### src/rtl/mips_pkg.sv
`default_nettype none
// +--------------------------------------------------------------------------+
// | mips_pkg: shared opcode constants, fetch FSM states and IR field layout  |
// | Rev 1.0                                                                  |
// +--------------------------------------------------------------------------+
package mips_pkg;

   localparam logic [5:0] OP_RTYPE   = 6'h00;
   localparam logic [5:0] FN_SYSCALL = 6'h0C;

   typedef enum logic [1:0] {
      FETCH = 2'd0,
      ISSUE = 2'd1,
      HALT  = 2'd2
   } fetch_state_t;

   localparam int OPCODE_LSB = 26;
   localparam int OPCODE_W   = 6;
   localparam int RS_LSB     = 21;
   localparam int RT_LSB     = 16;
   localparam int RD_LSB     = 11;
   localparam int REG_W      = 5;
   localparam int SHAMT_LSB  = 6;
   localparam int SHAMT_W    = 5;
   localparam int FUNC_LSB   = 0;
   localparam int FUNC_W     = 6;
   localparam int IMM_LSB    = 0;
   localparam int IMM_W      = 16;
   localparam int ADDR_LSB   = 0;
   localparam int ADDR_W     = 26;

   function automatic logic is_syscall(input logic [31:0] word);
      return (word[OPCODE_LSB +: OPCODE_W] == OP_RTYPE) &&
             (word[FUNC_LSB +: FUNC_W] == FN_SYSCALL);
   endfunction

endpackage
`default_nettype wire

### src/rtl/instruction_fetch_if.sv
`default_nettype none
// +--------------------------------------------------------------------------+
// | instruction_fetch_if: imem handshake, datapath handshake and IR fields   |
// | Rev 1.0                                                                  |
// +--------------------------------------------------------------------------+
interface instruction_fetch_if;

   logic        imem_req;
   logic [31:0] imem_addr;
   logic        imem_ack;
   logic [31:0] imem_rdata;

   logic        inst_valid;
   logic        inst_accept;
   logic        pc_write;
   logic [31:0] next_pc;
   logic [31:0] previous_pc_value;

   logic [5:0]  opcode;
   logic [4:0]  rs_num;
   logic [4:0]  rt_num;
   logic [4:0]  rd_num;
   logic [4:0]  sh_mount;
   logic [5:0]  func;
   logic [15:0] imm;
   logic [25:0] address;

   logic        halted;
   logic        fetch_error;

   modport master (
      output imem_req, imem_addr,
      input  imem_ack, imem_rdata,
      output inst_valid,
      input  inst_accept, pc_write, next_pc,
      output previous_pc_value,
      output opcode, rs_num, rt_num, rd_num, sh_mount, func, imm, address,
      output halted, fetch_error
   );

   modport slave (
      input  imem_req, imem_addr,
      output imem_ack, imem_rdata,
      input  inst_valid,
      output inst_accept, pc_write, next_pc,
      input  previous_pc_value,
      input  opcode, rs_num, rt_num, rd_num, sh_mount, func, imm, address,
      input  halted, fetch_error
   );

endinterface
`default_nettype wire

### src/rtl/instruction_fetch_timer.sv
`default_nettype none
// +--------------------------------------------------------------------------+
// | fetch_timer: counts FETCH cycles without ack; expired on the last one    |
// | Rev 1.0                                                                  |
// +--------------------------------------------------------------------------+
module fetch_timer #(
   parameter int unsigned MEM_TIMEOUT = 255
) (
   input  wire logic clk,
   input  wire logic rst,
   input  wire logic clear,
   input  wire logic enable,
   output logic      expired
);

   localparam int unsigned c_width = (MEM_TIMEOUT < 2) ? 1 : $clog2(MEM_TIMEOUT);

   generate
      if (MEM_TIMEOUT == 0) begin : g_disabled
         logic w_unused;
         assign w_unused = clk ^ rst ^ clear ^ enable;
         assign expired  = 1'b0;
      end else begin : g_enabled
         localparam logic [c_width-1:0] c_last = c_width'(MEM_TIMEOUT - 1);
         logic [c_width-1:0] r_count;

         // expired flags the cycle that would be the MEM_TIMEOUT-th miss
         always_ff @(posedge clk or posedge rst) begin
            if (rst) begin
               r_count <= '0;
            end else if (clear) begin
               r_count <= '0;
            end else if (enable && (r_count != c_last)) begin
               r_count <= r_count + 1'b1;
            end
         end

         assign expired = (r_count == c_last);
      end
   endgenerate

endmodule
`default_nettype wire

### src/rtl/instruction_fetch.sv
`default_nettype none
// +--------------------------------------------------------------------------+
// | instruction_fetch: PC, imem fetch, IR field split, syscall/timeout halt  |
// | Optional IFETCH_ALIGN_CHECK_EN halts on a misaligned PC.   Rev 1.0       |
// +--------------------------------------------------------------------------+
module instruction_fetch
   import mips_pkg::*;
#(
   parameter logic [31:0] RESET_PC    = 32'h0000_0000,
   parameter int unsigned MEM_TIMEOUT = 255
) (
   input wire logic            clk,
   input wire logic            rst,
   instruction_fetch_if.master bus
);

   fetch_state_t r_state;
   fetch_state_t w_state_next;

   logic [31:0] r_pc;
   logic [31:0] r_ir;
   logic [31:0] r_prev_pc;
   logic        r_fetch_error;

   logic w_misaligned;
   logic w_imem_req;
   logic w_load_ir;
   logic w_advance;
   logic w_set_error;
   logic w_timer_clear;
   logic w_timer_enable;
   logic w_timeout;

`ifdef IFETCH_ALIGN_CHECK_EN
   assign w_misaligned  = (r_pc[1:0] != 2'b00);
   assign bus.imem_addr = r_pc;
`else
   assign w_misaligned  = 1'b0;
   assign bus.imem_addr = {r_pc[31:2], 2'b00};
`endif

   assign w_timer_clear = (r_state != FETCH);

   fetch_timer #(
      .MEM_TIMEOUT (MEM_TIMEOUT)
   ) u_timer (
      .clk     (clk),
      .rst     (rst),
      .clear   (w_timer_clear),
      .enable  (w_timer_enable),
      .expired (w_timeout)
   );

   always_ff @(posedge clk or posedge rst) begin
      if (rst) begin
         r_state <= FETCH;
      end else begin
         r_state <= w_state_next;
      end
   end

   always_comb begin
      w_state_next   = r_state;
      w_imem_req     = 1'b0;
      w_load_ir      = 1'b0;
      w_advance      = 1'b0;
      w_set_error    = 1'b0;
      w_timer_enable = 1'b0;
      case (r_state)
         FETCH: begin
            if (w_misaligned) begin
               w_set_error  = 1'b1;
               w_state_next = HALT;
            end else begin
               w_imem_req = 1'b1;
               if (bus.imem_ack) begin
                  w_load_ir    = 1'b1;
                  w_state_next = is_syscall(bus.imem_rdata) ? HALT : ISSUE;
               end else if (w_timeout && (MEM_TIMEOUT != 0)) begin
                  w_set_error  = 1'b1;
                  w_state_next = HALT;
               end else begin
                  w_timer_enable = 1'b1;
               end
            end
         end
         ISSUE: begin
            if (bus.inst_accept) begin
               w_advance    = 1'b1;
               w_state_next = FETCH;
            end
         end
         HALT: begin
            w_state_next = HALT;
         end
         default: begin
            w_state_next = HALT;
         end
      endcase
   end

   always_ff @(posedge clk or posedge rst) begin
      if (rst) begin
         r_pc          <= RESET_PC;
         r_prev_pc     <= RESET_PC;
         r_ir          <= '0;
         r_fetch_error <= 1'b0;
      end else begin
         if (w_load_ir) begin
            r_ir      <= bus.imem_rdata;
            r_prev_pc <= r_pc;
         end
         if (w_advance) begin
            r_pc <= bus.pc_write ? bus.next_pc : (r_pc + 32'd4);
         end
         if (w_set_error) begin
            r_fetch_error <= 1'b1;
         end
      end
   end

   // State resets to FETCH asynchronously, so the request is masked while rst is high
   assign bus.imem_req          = w_imem_req & ~rst;
   assign bus.inst_valid        = (r_state == ISSUE);
   assign bus.halted            = (r_state == HALT);
   assign bus.fetch_error       = r_fetch_error;
   assign bus.previous_pc_value = r_prev_pc;

   assign bus.opcode   = r_ir[OPCODE_LSB +: OPCODE_W];
   assign bus.rs_num   = r_ir[RS_LSB     +: REG_W];
   assign bus.rt_num   = r_ir[RT_LSB     +: REG_W];
   assign bus.rd_num   = r_ir[RD_LSB     +: REG_W];
   assign bus.sh_mount = r_ir[SHAMT_LSB  +: SHAMT_W];
   assign bus.func     = r_ir[FUNC_LSB   +: FUNC_W];
   assign bus.imm      = r_ir[IMM_LSB    +: IMM_W];
   assign bus.address  = r_ir[ADDR_LSB   +: ADDR_W];

endmodule
`default_nettype wire

### src/flat_wrapper.sv
// flat-port wrapper written by rule: the top's interface ports become plain ports
module instruction_fetch_flat import mips_pkg::*;
#(
   parameter logic [31:0] RESET_PC    = 32'h0000_0000,
   parameter int unsigned MEM_TIMEOUT = 255
)
  (clk, rst, bus_imem_req, bus_imem_addr, bus_imem_ack, bus_imem_rdata, bus_inst_valid, bus_inst_accept, bus_pc_write, bus_next_pc, bus_previous_pc_value, bus_opcode, bus_rs_num, bus_rt_num, bus_rd_num, bus_sh_mount, bus_func, bus_imm, bus_address, bus_halted, bus_fetch_error);
  instruction_fetch_if bus_i ();
  input wire logic clk;
  input wire logic rst;
  output wire logic [$bits(bus_i.imem_req)-1:0] bus_imem_req;
  output wire logic [$bits(bus_i.imem_addr)-1:0] bus_imem_addr;
  input wire logic [$bits(bus_i.imem_ack)-1:0] bus_imem_ack;
  input wire logic [$bits(bus_i.imem_rdata)-1:0] bus_imem_rdata;
  output wire logic [$bits(bus_i.inst_valid)-1:0] bus_inst_valid;
  input wire logic [$bits(bus_i.inst_accept)-1:0] bus_inst_accept;
  input wire logic [$bits(bus_i.pc_write)-1:0] bus_pc_write;
  input wire logic [$bits(bus_i.next_pc)-1:0] bus_next_pc;
  output wire logic [$bits(bus_i.previous_pc_value)-1:0] bus_previous_pc_value;
  output wire logic [$bits(bus_i.opcode)-1:0] bus_opcode;
  output wire logic [$bits(bus_i.rs_num)-1:0] bus_rs_num;
  output wire logic [$bits(bus_i.rt_num)-1:0] bus_rt_num;
  output wire logic [$bits(bus_i.rd_num)-1:0] bus_rd_num;
  output wire logic [$bits(bus_i.sh_mount)-1:0] bus_sh_mount;
  output wire logic [$bits(bus_i.func)-1:0] bus_func;
  output wire logic [$bits(bus_i.imm)-1:0] bus_imm;
  output wire logic [$bits(bus_i.address)-1:0] bus_address;
  output wire logic [$bits(bus_i.halted)-1:0] bus_halted;
  output wire logic [$bits(bus_i.fetch_error)-1:0] bus_fetch_error;
  assign bus_imem_req = bus_i.imem_req;
  assign bus_imem_addr = bus_i.imem_addr;
  assign bus_i.imem_ack = bus_imem_ack;
  assign bus_i.imem_rdata = bus_imem_rdata;
  assign bus_inst_valid = bus_i.inst_valid;
  assign bus_i.inst_accept = bus_inst_accept;
  assign bus_i.pc_write = bus_pc_write;
  assign bus_i.next_pc = bus_next_pc;
  assign bus_previous_pc_value = bus_i.previous_pc_value;
  assign bus_opcode = bus_i.opcode;
  assign bus_rs_num = bus_i.rs_num;
  assign bus_rt_num = bus_i.rt_num;
  assign bus_rd_num = bus_i.rd_num;
  assign bus_sh_mount = bus_i.sh_mount;
  assign bus_func = bus_i.func;
  assign bus_imm = bus_i.imm;
  assign bus_address = bus_i.address;
  assign bus_halted = bus_i.halted;
  assign bus_fetch_error = bus_i.fetch_error;
  instruction_fetch #(.RESET_PC(RESET_PC), .MEM_TIMEOUT(MEM_TIMEOUT)) u_core (.clk(clk), .rst(rst), .bus(bus_i));
endmodule
### config.mk
export PLATFORM = sky130hd
export DESIGN_NAME = instruction_fetch_flat
export DESIGN_NICKNAME = d
export VERILOG_FILES = /design/src/rtl/mips_pkg.sv /design/src/rtl/instruction_fetch_if.sv /design/src/rtl/instruction_fetch_timer.sv /design/src/rtl/instruction_fetch.sv /design/src/flat_wrapper.sv
export SDC_FILE = /design/constraint.sdc
export NUM_CORES = 1
export LEC_CHECK = 0
export BUFFER_PORTS_ARGS = -buffer_cell sky130_fd_sc_hd__buf_2
export CAP_MARGIN = 20
export CORE_MARGIN = 2
export CORE_UTILIZATION = 45
export CTS_CLUSTER_SIZE = 8
export DETAILED_ROUTE_END_ITERATION = 12
export PLACE_DENSITY = 0.83
export SLEW_MARGIN = 10
export SYNTH_ARGS = -nofsm -noshare
export SYNTH_HDL_FRONTEND = slang
export SYNTH_HIERARCHICAL = 1
export SYNTH_SLANG_ARGS = --single-unit
### constraint.sdc
create_clock -name clk -period 2.71 [get_ports clk]
set_input_delay 0.271 -clock clk [delete_from_list [all_inputs] [get_ports clk]]
set_output_delay 0.271 -clock clk [all_outputs]
set_load 0.005 [all_outputs]
# Word-level counts from Yosys, hierarchy flattened
# Cells that the tools add are included.
# word_totals
output_inout_bits	142
register_bits	107
input_bits	69
wordCells	43
# classes
reduce_logical	7
n_mux	19
bitwise	2
n_addsub	2
eq_ne	7
# op_table
operator	count
adder 32 x 3 -> 32 bit (second input constant)	1
two-way mux 32 bit	1
two-way mux 8 bit	2
two-way mux 1 bit	11
adder 8 x 1 -> 8 bit (second input constant)	1
== test 8 bit (second input constant)	1
two-way mux 2 bit	4
inequality test 8 bit (second input constant)	1
== test 6 x 4 -> 1 bit (second input constant)	1
logical NOT 6 bit	1
case mux 2 bit (2 select lines)	1
nonzero test 2 bit	2
inequality test 3 bit (second input constant)	1
== test 2 x 1 -> 1 bit (second input constant)	1
== test 2 bit (second input constant)	1
logical AND 1 bit	2
logical NOT 2 bit	1
inequality test 2 x 1 -> 1 bit (second input constant)	1
AND reduction 2 bit	1
AND 1 bit	1
NOT 1 bit	1

# Longest topological paths before layout
# logic_depth
word_depth	7
mapped_depth	9
ltp_nobuf	8

# Hierarchy
# Netlist, hierarchy kept.
# modules_own_cells
module	area_per_inst_um2	instances	cells_each	seq_area_each_um2
instruction_fetch	5138.7	1	483	2477.4
fetch_timer	500.5	1	52	200.2

# Worst setup path before layout
# Ideal clock, no wire load.
# synth_timing
path_type	flip-flop to flip-flop
from	register u_core.r_pc[13]
to	register u_core.r_pc[28]
slack_ps	851
arrival_ps	1772
path_stages_with_launch	7
setup_ps	87
path_buffers	1
required_time_ps	2623
period_less_slack_ps	1859
path_cell_list	dfrtp_1 -> nand3_2 -> or4_4 -> buf_6 -> nor4_4 -> a31oi_1 -> a211oi_2
# synth_via
elab_chain_cells	2
# synth_lines
element	line_no	source
from (decl)	instruction_fetch.sv:20	logic [31:0] r_pc;
from (signal assigned)	instruction_fetch.sv:114	r_pc <= bus.pc_write ? bus.next_pc : (r_pc + 32'd4);
adder 32 x 3 -> 32 bit	instruction_fetch.sv:114	
two-way mux 32 bit	instruction_fetch.sv:114	
# No other way between the ends.
# A chain may end at the register's enable or synchronous reset.

# Final worst setup path
# layout_timing
from	register u_core.r_pc[4]
to	register u_core.r_pc[27]
# Same word-level chain as after synthesis.

==> metrics.md <==
| Metric | Value |
|---|---|
| Iteration count of the initial detailed-routing pass | 5 |
| Total Wirelength | 14,450 um |
| Dpl cell area | 6305 um^2 |
| Setup TNS Final | 0 ns |
| Count leader, synth | dfrtp_1 |
| CP arrival | 2.35 ns |
| Worst Max-Slew Pin Slew | 0.6914 ns |
| Warnings from Yosys | 6 |
| Seq/Total Area, Yosys | 0.4748 |
| First-pass GRT wire length | 22,290 um |
| Vias per cell | 5.459 |
| Net count, final | 736 |
| DR DRC count | 0 |
| Post-CTS Setup Repair Bufs | 0 |
| Worst skew pair latency | 0.35 ns |
| Root buf cell | clkbuf_16 |
| EDFF count, synth | 0 |
| Dominant cells by area after synthesis | dfrtp_1 (47%), mux2_2 (13%), buf_4 (9.9%), a21oi_1 (2.8%), o21ai_0 (2.3%) |
| Width of the die | 115.9 um |
| Status | complete, no violations |
| Fmax | 483.9 MHz |
| Area growth, synth to finish | 17.79% |
| Global route overflow | 0 |
| Hold-fix buffers, CTS | 1 |
| Post-synthesis cell area | 5639 um^2 |
| Crit share post-route | 0.7626 |
| GPL Wtd Cong | 0.9251 |
| Bufs on Longest Clock Path | 2 |
| Leak | 3.169 nW |
| Post-Synthesis Cells | 535 |
| Fraction of layout cells with a size suffix above 1 | 0.4723 |
| Initial drt markers | 384 |
| Startpoint Class | flip-flop |
| Skew final | 0.01189 ns |
| Min-delay worst type | input pin to flip-flop |
| Pin count of the biggest net entering global routing | 71 |
| Final non-filler cell area | 6643 um^2 |
| Final Critical Period | 2.067 ns |
| Synth top area share | 0.4748 |
| IO Port Bufs | 208 |
| Die Y | 115.9 um |
| Number of diodes | 0 |
| Area of the die | 13,440 um^2 |
| Peak VDD IR | 386.3 uV |
| Total GRT Usage | 0.2147 |
| WL per Instance | 17.26 um |
| Unrepaired setup endpoints after global routing | no |
| Pwr dens | 896.8 nW/um^2 |
| Max_slew headroom | 0.5381 |
| H-tree levels | 3 |
| Final ANT Viol Nets | 0 |
| Final slew viol count | 0 |
| Top_reg_cell synth | dfrtp_1 |
| MaxCap Viol Count | 0 |
| Post-synth top area cell | dfrtp_1 |
| Synth Area per Inst | 10.54 um^2 |
| Final hold vios | 0 |
| Initial Util | 0.4656 |
| Post-DP HPWL | 10,590 um |
| Post-synth top cells | dfrtp_1 (107), buf_4 (74), mux2_2 (67) |
| Via count | 4,569 |
| Clock sinks | 107 |
| Rows | 40 |
| Hold Path Stages | 2 |
| Post_cts resized | 0 |
| Critical Path RT | 2.99 ns |
| Synth cell types | 57 |
| Critical path type | flip-flop to flip-flop |
| CTS tree | built |
| Final setup viols | 0 |
| Placeable Area | 12,110 um^2 |
| Antenna violations before repair | 0 |
| Flops & latches, synth | 107 |
| Vias in the first global route | 4,313 |
| R2R depth | 5 |
| Crit path max fanout | 10 |
| Ys async rst share | 1.000 |
| Ports | 211 |
| CP Capture Type | flip-flop |
| TritonCTS buffer count | 9 |
| Clock transition at path regs | 0.07 ns |
-- power by group --
| part | switching [W] | total (W) | internal (W) |
|---|---|---|---|
| Clock | 0.000578 | 0.00143 | 0.000856 |
| Sequential | 0.000516 | 0.00266 | 0.00214 |
| Combinational | 0.000801 | 0.00186 | 0.00106 |
| Total | 0.00189 | 0.00596 | 0.00406 |
-- critical path, cell delays in order, from the launching register on --
cell and delay [ns]:
dfrtp_1 0.50, and4_1 0.35, and4_1 0.41, nand3_1 0.22, or4_1 0.43, nand3_1 0.09
-- final cells by class --
class	count	area, um^2
inverter	7	30.03
fill	1074	5469
timing repair buffer	220	1146
clock buffer	11	252.7
clock inverter	5	75.07
multi-input combinational	319	2251
sequential	107	2678
tap	168	210.2
-- flip-flops by register name, indices dropped and copies added, names as in the netlist --
signal                            count
u_core/bus.fetch_error                1
u_core/bus.previous_pc_value         32
u_core/r_ir                          32
u_core/r_pc                          32
u_core/r_state                        2
u_core/u_timer/g_enabled.r_count      8
-- layer usage --
metal,up-vias,GRT usage,routed length [um]
met4,0,0.1000,380
met2,193,0.3641,7175
met1,2237,0.2741,6082
met3,26,0.02772,809
li1,2113,-,-
met5,-,0,0
-- kinds of logic after synthesis --
family	after synthesis	synth area share
AO/OA/AOI/OAI	99	0.1152
adder cells (fa/ha/maj)	3	0.006657
buffers and inverters	110	0.1276
flip-flops	107	0.4748
multiplexers	70	0.1400
other	1	0.0006650
AND/OR/NAND/NOR	145	0.1351
-- layout by cell type (no fill, tap or decap), types with 2 or more instances in the layout --
cell       synthesis  final
buf_2             10    208
dfrtp_1          107    107
mux2_2            67     67
nand2_1           32     32
a21oi_1           31     31
nor2_1            28     28
o21ai_0           26     26
nand3_1           18     18
nor3_1            18     18
buf_4             74     10
clkbuf_16          0      9
nand4_1            8      8
nor4_1             7      7
a211oi_1           7      7
and3_1             7      7
and4_1             6      6
inv_1              7      6
a311oi_1           6      6
o22ai_1            5      5
and2_1             4      4
clkinv_2           0      3
nor2b_1            3      3
a32oi_1            3      3
or3_1              3      3
ha_1               3      3
clkbuf_8           0      2
bufinv_16          0      2
a21o_1             2      2
o31a_1             2      2
or2_2              2      2
a211oi_2           2      2
mux2i_1            2      2
a41oi_1            2      2
conb_1             1      2
-- metrics by stage --
step / worst slack, ns / hold slack, ns / total power (W) / utilization / std cells
after floorplan: 0.8511 / 0.08666 / 0.004037 / - / 536
after global placement: 0.7429 / 0.2718 / 0.004465 / 0.5206 / 820
after detailed placement: 0.6635 / 0.2778 / 0.004567 / 0.5206 / 820
after CTS: 0.6409 / 0.1297 / 0.006024 / 0.5485 / 837
after global routing: 0.5333 / 0.1421 / 0.006369 / 0.5485 / 837
final: 0.6435 / 0.1462 / 0.005957 / 0.5485 / 837
-- worst paths after layout --
| check | end | slack (ns) | startpoint |
|---|---|---|---|
| max | u_core/r_pc[27] | 0.64 | u_core/r_pc[4] |
| min | u_core/r_ir[15] | 0.15 | bus_imem_rdata[15] |
| max reg2reg | u_core/r_pc[27] | 0.64 | u_core/r_pc[4] |
| min reg2reg | u_core/bus.fetch_error | 0.45 | u_core/bus.fetch_error |
| max in group asynchronous | u_core/r_ir[17] | 1.33 | rst |
| min in group asynchronous | u_core/u_timer/g_enabled.r_count[5] | 0.46 | rst |
(Power assumes the default switching activity.)
